[config.mk]
export PLATFORM = sky130hd
export DESIGN_NAME = signal_debouncer
export DESIGN_NICKNAME = d
export VERILOG_FILES = /design/src/rtl/signal_debouncer.sv
export SDC_FILE = /design/constraint.sdc
export NUM_CORES = 1
export LEC_CHECK = 0
export CAP_MARGIN = 20
export CORE_MARGIN = 2
export CORE_UTILIZATION = 32
export CTS_CLUSTER_SIZE = 16
export DETAILED_ROUTE_END_ITERATION = 6
export PLACE_DENSITY = 0.67
export SETUP_SLACK_MARGIN = 0.3
export SLEW_MARGIN = 20
export SYNTH_ARGS = -nofsm -noshare
export SYNTH_HDL_FRONTEND = slang
export SYNTH_SLANG_ARGS = --single-unit
[constraint.sdc]
create_clock -name clk -period 1.3 [get_ports clk]
set_input_delay 0.325 -clock clk [delete_from_list [all_inputs] [get_ports clk]]
set_output_delay 0.325 -clock clk [all_outputs]
set_load 0.05 [all_outputs]
[src/rtl/signal_debouncer.sv]
// Conditions a raw asynchronous level: synchronises it, then accepts a new level only after
// DEBOUNCE_CYCLES consecutive matching samples. Shorter candidates are counted as glitches.
module signal_debouncer #(
   parameter int unsigned SYNC_STAGES     = 2,
   parameter int unsigned DEBOUNCE_CYCLES = 4,
   parameter int unsigned GLITCH_W        = 8
) (
   input  logic                clk,
   input  logic                rst,
   input  logic                signal_raw,
   output logic                signal_clean,
   output logic                busy,
   output logic [GLITCH_W-1:0] glitch_cnt
);

   localparam int unsigned     CntW    = $clog2(DEBOUNCE_CYCLES);
   localparam logic [CntW-1:0] CntLast = CntW'(DEBOUNCE_CYCLES - 1);
   localparam logic [CntW-1:0] CntOne  = CntW'(1);

   typedef enum logic [1:0] {
      StStableLo,
      StWaitHi,
      StStableHi,
      StWaitLo
   } state_e;

   logic [SYNC_STAGES-1:0] sync_q;
   logic                   sync_out;
   state_e                 state_q;
   logic [CntW-1:0]        cnt_q;
   logic                   glitch_sat;

   always_ff @(posedge clk or posedge rst) begin
      if (rst) begin
         sync_q <= '0;
      end else begin
         sync_q <= {sync_q[SYNC_STAGES-2:0], signal_raw};
      end
   end

   assign sync_out   = sync_q[SYNC_STAGES-1];
   assign glitch_sat = &glitch_cnt;

   // cnt_q holds the number of consecutive new-level samples seen so far.
   always_ff @(posedge clk or posedge rst) begin
      if (rst) begin
         state_q      <= StStableLo;
         cnt_q        <= '0;
         signal_clean <= 1'b0;
         busy         <= 1'b0;
         glitch_cnt   <= '0;
      end else begin
         unique case (state_q)
            StStableLo: begin
               if (sync_out) begin
                  state_q <= StWaitHi;
                  cnt_q   <= CntOne;
                  busy    <= 1'b1;
               end
            end
            StWaitHi: begin
               if (sync_out) begin
                  if (cnt_q == CntLast) begin
                     state_q      <= StStableHi;
                     signal_clean <= 1'b1;
                     cnt_q        <= '0;
                     busy         <= 1'b0;
                  end else begin
                     cnt_q <= cnt_q + CntOne;
                  end
               end else begin
                  state_q <= StStableLo;
                  cnt_q   <= '0;
                  busy    <= 1'b0;
                  if (!glitch_sat) glitch_cnt <= glitch_cnt + GLITCH_W'(1);
               end
            end
            StStableHi: begin
               if (!sync_out) begin
                  state_q <= StWaitLo;
                  cnt_q   <= CntOne;
                  busy    <= 1'b1;
               end
            end
            StWaitLo: begin
               if (!sync_out) begin
                  if (cnt_q == CntLast) begin
                     state_q      <= StStableLo;
                     signal_clean <= 1'b0;
                     cnt_q        <= '0;
                     busy         <= 1'b0;
                  end else begin
                     cnt_q <= cnt_q + CntOne;
                  end
               end else begin
                  state_q <= StStableHi;
                  cnt_q   <= '0;
                  busy    <= 1'b0;
                  if (!glitch_sat) glitch_cnt <= glitch_cnt + GLITCH_W'(1);
               end
            end
         endcase
      end
   end

endmodule

==> results.md, run 1 <==
- The horizontal die dimension is 52.0 µm.
- The layer with the highest usage is met2.
- The count of buffers added on input and output ports is 12.
- The deepest level of the CTS H-tree is 1.
- The number of max-slew violations in the final report is 0.
- The remaining routing DRC violations is 0.
- The worst register-to-register path begins at sync_q[1].
- The number of antenna violations at the first check in global routing is 0.
- The cell sitting at the root of the clock tree is a sky130_fd_sc_hd__clkbuf_4.
- The leakage component of the power is 0.000652 µW.
- The count of placed standard cells including taps is 118.
- VDD sags by at most 1.75 mV.
- Measured along the y axis, the die boundary spans 52.0 µm.
- For the worst-skew pair, the clock arrives at the later sink with an insertion delay of roughly 0.29 ns.
- The number of library cell types mapped by synthesis is 25.
- The smallest clock period supported by the final layout is computed as 1.38 ns.
- After the flow finishes, the layout carries non-filler instances totaling around 140.
- The met1 track utilization from global routing is 0.194.
- The final weighted congestion in routability-driven placement is a little over 0.7.
- The total area inside the core boundary comes to approximately 0.0022 mm².
- Of the available clock period, the critical path in the final layout requires 1.06.
- The post-synth design cell area is 737 µm².
- The number of cells on the worst reg-to-reg path is 4.
- The die area is 0.00270 mm².
- The number of violations of the max-capacitance limit is 0.
- The area share of the largest cell type after synthesis is 0.543.
- The proportion of layout cells with a drive suffix above 1 is 0.730.
- The register bit count reported by yosys is 16.
- Clock-pin slew was measured on the worst setup and hold paths at 0.10 ns.
- Dividing total power by cell area gives a power density of 2420 mW/mm².
- The global routing met2 resource utilization is 0.289.
- The initialized floorplan defines 17 standard-cell rows.
- The final non-filler cell area is 0.00144 mm².
- For this run, global-route usage on met3 was measured as 0.0402.
- Wires add up to 2040 µm.
- The register-to-register setup slack is -0.08 ns.
- The remaining antenna violation count is 0.
- The final setup violation count is 12.
- The worst-margin pin slew is 0.209 ns.
- TritonCTS built the clock tree.
- Setup repair after global routing could not meet its margin everywhere.
- In the final routed layout, each cell accounts on average for 14.7 µm.
- STA classifies the critical path endpoint as a register.
- Between clock sinks in the finished design, the worst skew comes to between 0.0015 and 0.002 ns.
- For this configuration, the core starts out at a cell density of 0.336.
- In this run the worst hold path is classified as in -> async.
- Entering global routing, the biggest net connects 17 pins.
- The total vias in the final route is approximately 680.
- In the global route stage, overall resource usage came out at 0.165.
- After detailed routing, the number of vias per cell comes to around 4.9.
- The relative slew slack is 0.860.
- The worst endpoint required time is 1.48 ns.
- The utilization after layout is 0.656.
- The layout-stage area growth over the synthesis result is 95.1%.
- The total clock sinks is 16.
- The hold violation count in the final report is 0.
- The hold buffer count at CTS is 0.
- The detailed router finished its first iteration with 11 violations.
- The critical path arrival is 1.56 ns.
- The first global-routing pass estimated 3300 µm of wire.
- Of the synthesized area, sequential elements account for 0.543.
- The number of iterations in the first detailed-routing pass is 3.
- The critical path start-end classification is reg -> reg.
- After technology mapping, the gate count stands at between 60 and 70.
- The number of nets in the final layout is 117.
- The cell type with the highest aggregate area in the netlist is sky130_fd_sc_hd__dfrtp_1.
- The worst-case setup margin in the final layout is -0.0776 ns.
- The endpoint identified for the worst register-to-register timing path is glitch_cnt[5].
- By area the synthesized netlist is led by sky130_fd_sc_hd__dfrtp_1 (54%), sky130_fd_sc_hd__mux2_2 (9.2%), sky130_fd_sc_hd__nand2_1 (5.1%).
- 13 I/O pins were placed.
- In this run the deepest clock path goes through 2 buffers.
- Dividing the synthesized area by the synthesized cell count gives 11.5 µm².
- The repair_antennas step left the layout with diodes totalling 0.
- When the netlist entered floorplanning its net count stood at 69.
- The via count of the first global-routing pass is approximately 750.
- During synthesis, Yosys emitted a total of 0 warnings.
- Global routing finished with a remaining overflow of 0.
- The peak fanout along the critical path is 3.
- Based on the critical path, the design can be clocked at up to 0.726 GHz.
- STA classifies the critical path startpoint as a register.
- Hold is met by between 0.3 and 0.4 ns.
- The flow ran to the end, but the final reports show violations.
- The total placed instance area is roughly 0.0011 mm².
- The final reports fail on setup timing.
- The number of clock buffers added by TritonCTS is 3.
==> cell type report <==
type	instances	area (µm²)
fillers	164	753
inverters	1	3.75
well taps	28	35.0
flip-flops and latches	16	412
clock buffers	4	36.3
repair buffers	44	509
multi-input cells	46	442
==> synthesized netlist by cell type, drive strengths merged <==
| master | n |
|---|---|
| dfrtp | 16 |
| a31oi | 1 |
| and3 | 2 |
| a21oi | 2 |
| nand4 | 3 |
| and4 | 1 |
| xnor2 | 2 |
| ha | 2 |
| nand2 | 10 |
| mux2 | 7 |
| inv | 1 |
| xor2 | 1 |
| and2 | 1 |
| nand3 | 1 |
| nand2b | 1 |
| o21a | 1 |
| nand3b | 1 |
| o211ai | 1 |
| o21ai | 7 |
| buf | 1 |
| nor2 | 2 |
==> cell families after synthesis <==
logic type | share of synthesized area
and+or+nand+nor | 0.158
DFF | 0.543
AOI/OAI and AO/OA | 0.0951
muxes | 0.112
xor gates and xnor gates | 0.0459
buffers and inverters | 0.0119
adders and majority gates | 0.0340
==> timing repair <==
action | CTS | global route
setup endpoints to repair | 22 | 23
pin swaps | 9 | 9
setup buffers | 11 | 6
resized for setup | 26 | 10
==> worst max-delay path by stage <==
stage                             start       endpoint  slack (ns)  cells past startpoint
after CTS                 glitch_cnt[0]  glitch_cnt[0]       -0.05                      2
after floorplan           glitch_cnt[3]  glitch_cnt[1]       -0.21                      4
after global placement         register  glitch_cnt[5]       -0.05                      4
after global routing          sync_q[1]  glitch_cnt[3]       -0.13                      6
final                         sync_q[1]  glitch_cnt[5]       -0.08                      4
after detailed placement       register  glitch_cnt[5]       -0.07                      4
==> placed cells by master (no fill, tap or decap), types with 2 or more instances in the layout <==
cell                               n
sky130_fd_sc_hd__nand2_1           5
sky130_fd_sc_hd__clkdlybuf4s50_1   2
sky130_fd_sc_hd__buf_4            20
sky130_fd_sc_hd__o21ai_1           3
sky130_fd_sc_hd__nand4_1           3
sky130_fd_sc_hd__buf_12           10
sky130_fd_sc_hd__nand2_4           2
sky130_fd_sc_hd__o21ai_2           2
sky130_fd_sc_hd__dfrtp_1           7
sky130_fd_sc_hd__mux2_2            3
sky130_fd_sc_hd__mux2_4            4
sky130_fd_sc_hd__clkbuf_4          3
sky130_fd_sc_hd__nand2_2           3
sky130_fd_sc_hd__ha_4              2
sky130_fd_sc_hd__dfrtp_2           9
sky130_fd_sc_hd__buf_6            11
==> sequential cells by signal (all words and copies together) (netlist names), named ones only <==
name	cells
glitch_cnt	8
signal_clean	1
busy	1
cnt_q	2
sync_q	2
state_q	1
==> critical path, cell delays in order (launching register included) <==
cell                      delay (ns)
sky130_fd_sc_hd__dfrtp_2        0.46
sky130_fd_sc_hd__xor2_2         0.20
sky130_fd_sc_hd__nor2_2         0.13
sky130_fd_sc_hd__and3_4         0.20
sky130_fd_sc_hd__mux2_4         0.29
==> metal layers <==
layer  vias up  part of all wire
met3         4             0.022
li1        321                 -
met4         0             0.014
met2        11              0.54
met5         -                 0
met1       347              0.43
==> power by group <==
group | switching, µW | leakage (µW) | internal (µW)
Combinational | 1020 | 0.000448 | 1240
Sequential | 199 | 0.000183 | 687
Clock | 162 | 0.0000210 | 171
==> stage by stage <==
stage | total power (µW) | worst slack (ns) | setup TNS [ns]
final | 3480 | -0.0776 | -0.441
after global routing | 3680 | -0.128 | -0.967
after CTS | 3260 | -0.0455 | -0.233
after detailed placement | 2590 | -0.0745 | -0.0966
after global placement | 2540 | -0.0470 | -0.0470
after floorplan | 1730 | -0.213 | -0.437
(Power assumes the default switching activity.)
==> run 2: changes to the inputs <==
PLACE_DENSITY = 0.58   (was 0.67)
==> run 2 against run 1 <==
Against the previous run: the flow still finishes with violations (setup timing); combinational power hardly changed; global-route usage down 0.52 points; flip-flop and latch count is the same; sequential power down 2.4%; via count down 6.1%; first-iteration DRC count shrank 91%; worst hold slack worse by 0.0085 ns; clock-buffer cell count did not move; core utilization shrank 2.5 points; register-to-register slack improved by 0.04 ns; setup slack gained 0.043 ns.
==> results.md, run 2 (synthesis results as in run 1) <==
- The delay of the slowest critical-path stage came to 0.44 ns (-0.02 ns).
- The path length in cells of the critical path is 4 (unchanged).
- TritonCTS built the clock tree.
- The antenna cell count is 0 (unchanged).
- The average via count per standard cell is 4.64 (-5.5%).
- The vertical extent of the die came to 52.0 µm (unchanged).
- The critical path start-end classification is reg -> reg.
- The worst setup path is captured at a register.
- The sum of negative setup slack is -0.185 ns (+0.256 ns).
- The clock input transition at the sequential cells of the worst setup and hold paths is 0.10 ns (about the same).
- The worst-case setup margin in the final layout came to -0.0345 ns (+0.0431 ns).
- The number of buffers inserted during clock tree synthesis came to 3 (unchanged).
- The total vias in the final route was 641 (-6.1%).
- The leakage component of the power is 0.000624 µW (-4.3%).
- The number of violations of the max-capacitance limit is 0 (unchanged).
- The die area is 0.00270 mm² (unchanged).
- The power per cell area is 2450 mW/mm² (+1.2%).
- The utilization after layout came to 0.631 (-0.0251).
- The worst endpoint required time is 1.49 ns (about the same).
- The number of buffer and inverter stages on the critical path is 0 (unchanged).
- The worst setup skew after layout is 0.0120 ns (+0.0104 ns).
- The number of cell instances on the worst register-to-register path was 4 (unchanged).
- The largest net degree at the start of global routing is 17 (unchanged).
- STA classifies the critical path startpoint as a register.
- Setup repair after global routing could not meet its margin everywhere.
- The horizontal die dimension was 52.0 µm (unchanged).
- The final setup violation count is 11 (-1).
- The critical path arrival was 1.52 ns (-0.04 ns).
- The total clock sinks is 16 (unchanged).
- The minimum clock period after layout is 1.33 ns (-0.0431 ns).
- The final wirelength is 1740 µm (-15%).
- The worst-margin pin slew is 0.206 ns (-0.00297 ns).
- The count of standard-cell rows is 17 (unchanged).
- The starting utilization of the core area came to 0.336 (unchanged).
- The clock insertion delay at the later pin of the skew report is 0.29 ns (about the same).
- The final weighted congestion in routability-driven placement was 0.708 (+0.31%).
- The worst voltage drop across the vdd grid is 1.69 mV (-3.6%).
- The first-pass GRT wire length is 3050 µm (-7.6%).
- The number of iterations in the first detailed-routing pass was 3 (unchanged).
- The relative slew slack is 0.862 (+0.00213).
- The remaining routing DRC violations is 0 (unchanged).
- The area of the placeable core is 0.00219 mm² (unchanged).
- The slowest stage of the critical path belongs to the cell sky130_fd_sc_hd__dfrtp_1.
- The highest clock frequency the design can meet is 0.749 GHz (+3.2%).
- The number of max-slew violations in the final report came to 0 (unchanged).
- The flow ran to the end, but the final reports show violations.
- The largest registers in the layout are glitch_cnt x8, cnt_q x2, sync_q x2.
- The number of top-level pins is 13 (unchanged).
- The maximum root-to-sink buffer count is 2 (unchanged).
- The global-route congestion overflow total is 0 (unchanged).
- The proportion of layout cells with a drive suffix above 1 is 0.664 (-0.0661).
- The total area of multi-input combinational cells came to 407 µm² (-7.9%).
- The first-iteration detailed-routing DRC count is 1 (-10).
- The count of filler cells inserted in the layout is 170 (+3.7%).
- In the layout the commonest cells are sky130_fd_sc_hd__buf_4 (18), sky130_fd_sc_hd__buf_6 (13), sky130_fd_sc_hd__buf_12 (10), sky130_fd_sc_hd__dfrtp_1 (9), sky130_fd_sc_hd__dfrtp_2 (7).
- The via count of the first global-routing pass is 668 (-11%).
- The deepest level of the CTS H-tree is 1 (unchanged).
- The remaining antenna violation count is 0 (unchanged).
- The number of flip-flops under the largest register name is 8 (unchanged).
- The HPWL after detailed placement is 1020 µm.
- The signal on the critical path passes through xor2_1, nor2_2, and3_4, mux2_4.
- The library cell used most frequently in the layout, excluding fill and tap cells, is sky130_fd_sc_hd__buf_4.
- The total chip power is 3390 µW (-2.6%).
- The final critical-path share of the clock period was 1.03 (-0.0332).
- The total global routing track utilization is 0.160 (-0.00520).
- The number of I/O port buffers is 12 (unchanged).
- The peak fanout along the critical path is 3 (unchanged).
- The checks that failed: setup timing.
- The largest register by flop count is glitch_cnt.
- The total placed instance area came to 0.00112 mm² (-1.3%).
- The hold violation count in the final report came to 0 (unchanged).
- The number of nets in the final layout is 116 (-0.85%).
- Grouping stages by cell kind, the critical path spends the most delay in flip-flops.
- The min-delay analysis places its worst path in the category in -> async.
- The average wire per cell in the routed design is 12.6 µm (-14%).
- The number of antenna violations at the first check in global routing is 0 (unchanged).
- The final non-filler cell area is 0.00138 mm² (-3.8%).
- The layout-stage area growth over the synthesis result is 87.6%.
- The cell at the root of the clock tree is sky130_fd_sc_hd__clkbuf_4.
- The register area is 409 µm² (-0.61%).
[run 2: tightest hold or removal path, stage by stage]
cell,delay [ns]
sky130_fd_sc_hd__clkdlybuf4s50_1,0.39
sky130_fd_sc_hd__inv_1,0.05
sky130_fd_sc_hd__buf_4,0.23
[run 2: routing by layer]
metal / GRT usage / wire length (µm)
met5: 0 / 0
met2: 0.255 / 912
met3: 0.0259 / 27
met1: 0.203 / 768
met4: 0.0921 / 36
[run 2: cell type report]
class | instances | area share
timing repair buffer | 43 | 0.363
sequential | 16 | 0.296
multi-input combinational | 46 | 0.294
tap | 28 | 0.0253
clock buffer | 4 | 0.0190
inverter | 1 | 0.00271
[run 2: power by group]
| group | internal (µW) | total (µW) | switching (µW) |
|---|---|---|---|
| Clock | 119 | 282 | 163 |
| Sequential | 684 | 865 | 182 |
| Combinational | 1280 | 2250 | 970 |
[run 2: worst paths after layout]
| path | from | endpoint | slack (ns) |
|---|---|---|---|
| worst min-delay path | rst | glitch_cnt[1] | 0.32 |
| worst max register to register | sync_q[1] | glitch_cnt[5] | -0.03 |
| min in group clk | sync_q[0] | sync_q[1] | 0.37 |
| max in group asynchronous | rst | glitch_cnt[0] | 0.77 |
| worst min register to register | sync_q[0] | sync_q[1] | 0.37 |
| worst max-delay path | sync_q[1] | glitch_cnt[5] | -0.03 |
[run 2: timing repair]
item | CTS | global route
hold buffers | 0 | 0
pin swaps | 9 | 7
gates resized for setup | 23 | 5
setup endpoints to repair | 22 | 23
setup buffers | 11 | 7
[run 2: stage by stage]
stage               setup slack [ns]  hold slack (ns)  cells
finish                       -0.0345            0.319    138
global route                 -0.0958            0.362    138
CTS                          -0.0402            0.332    131
detailed placement            -0.109            0.350    116
global placement             -0.0869            0.344    116
floorplan                     -0.213            0.238     64
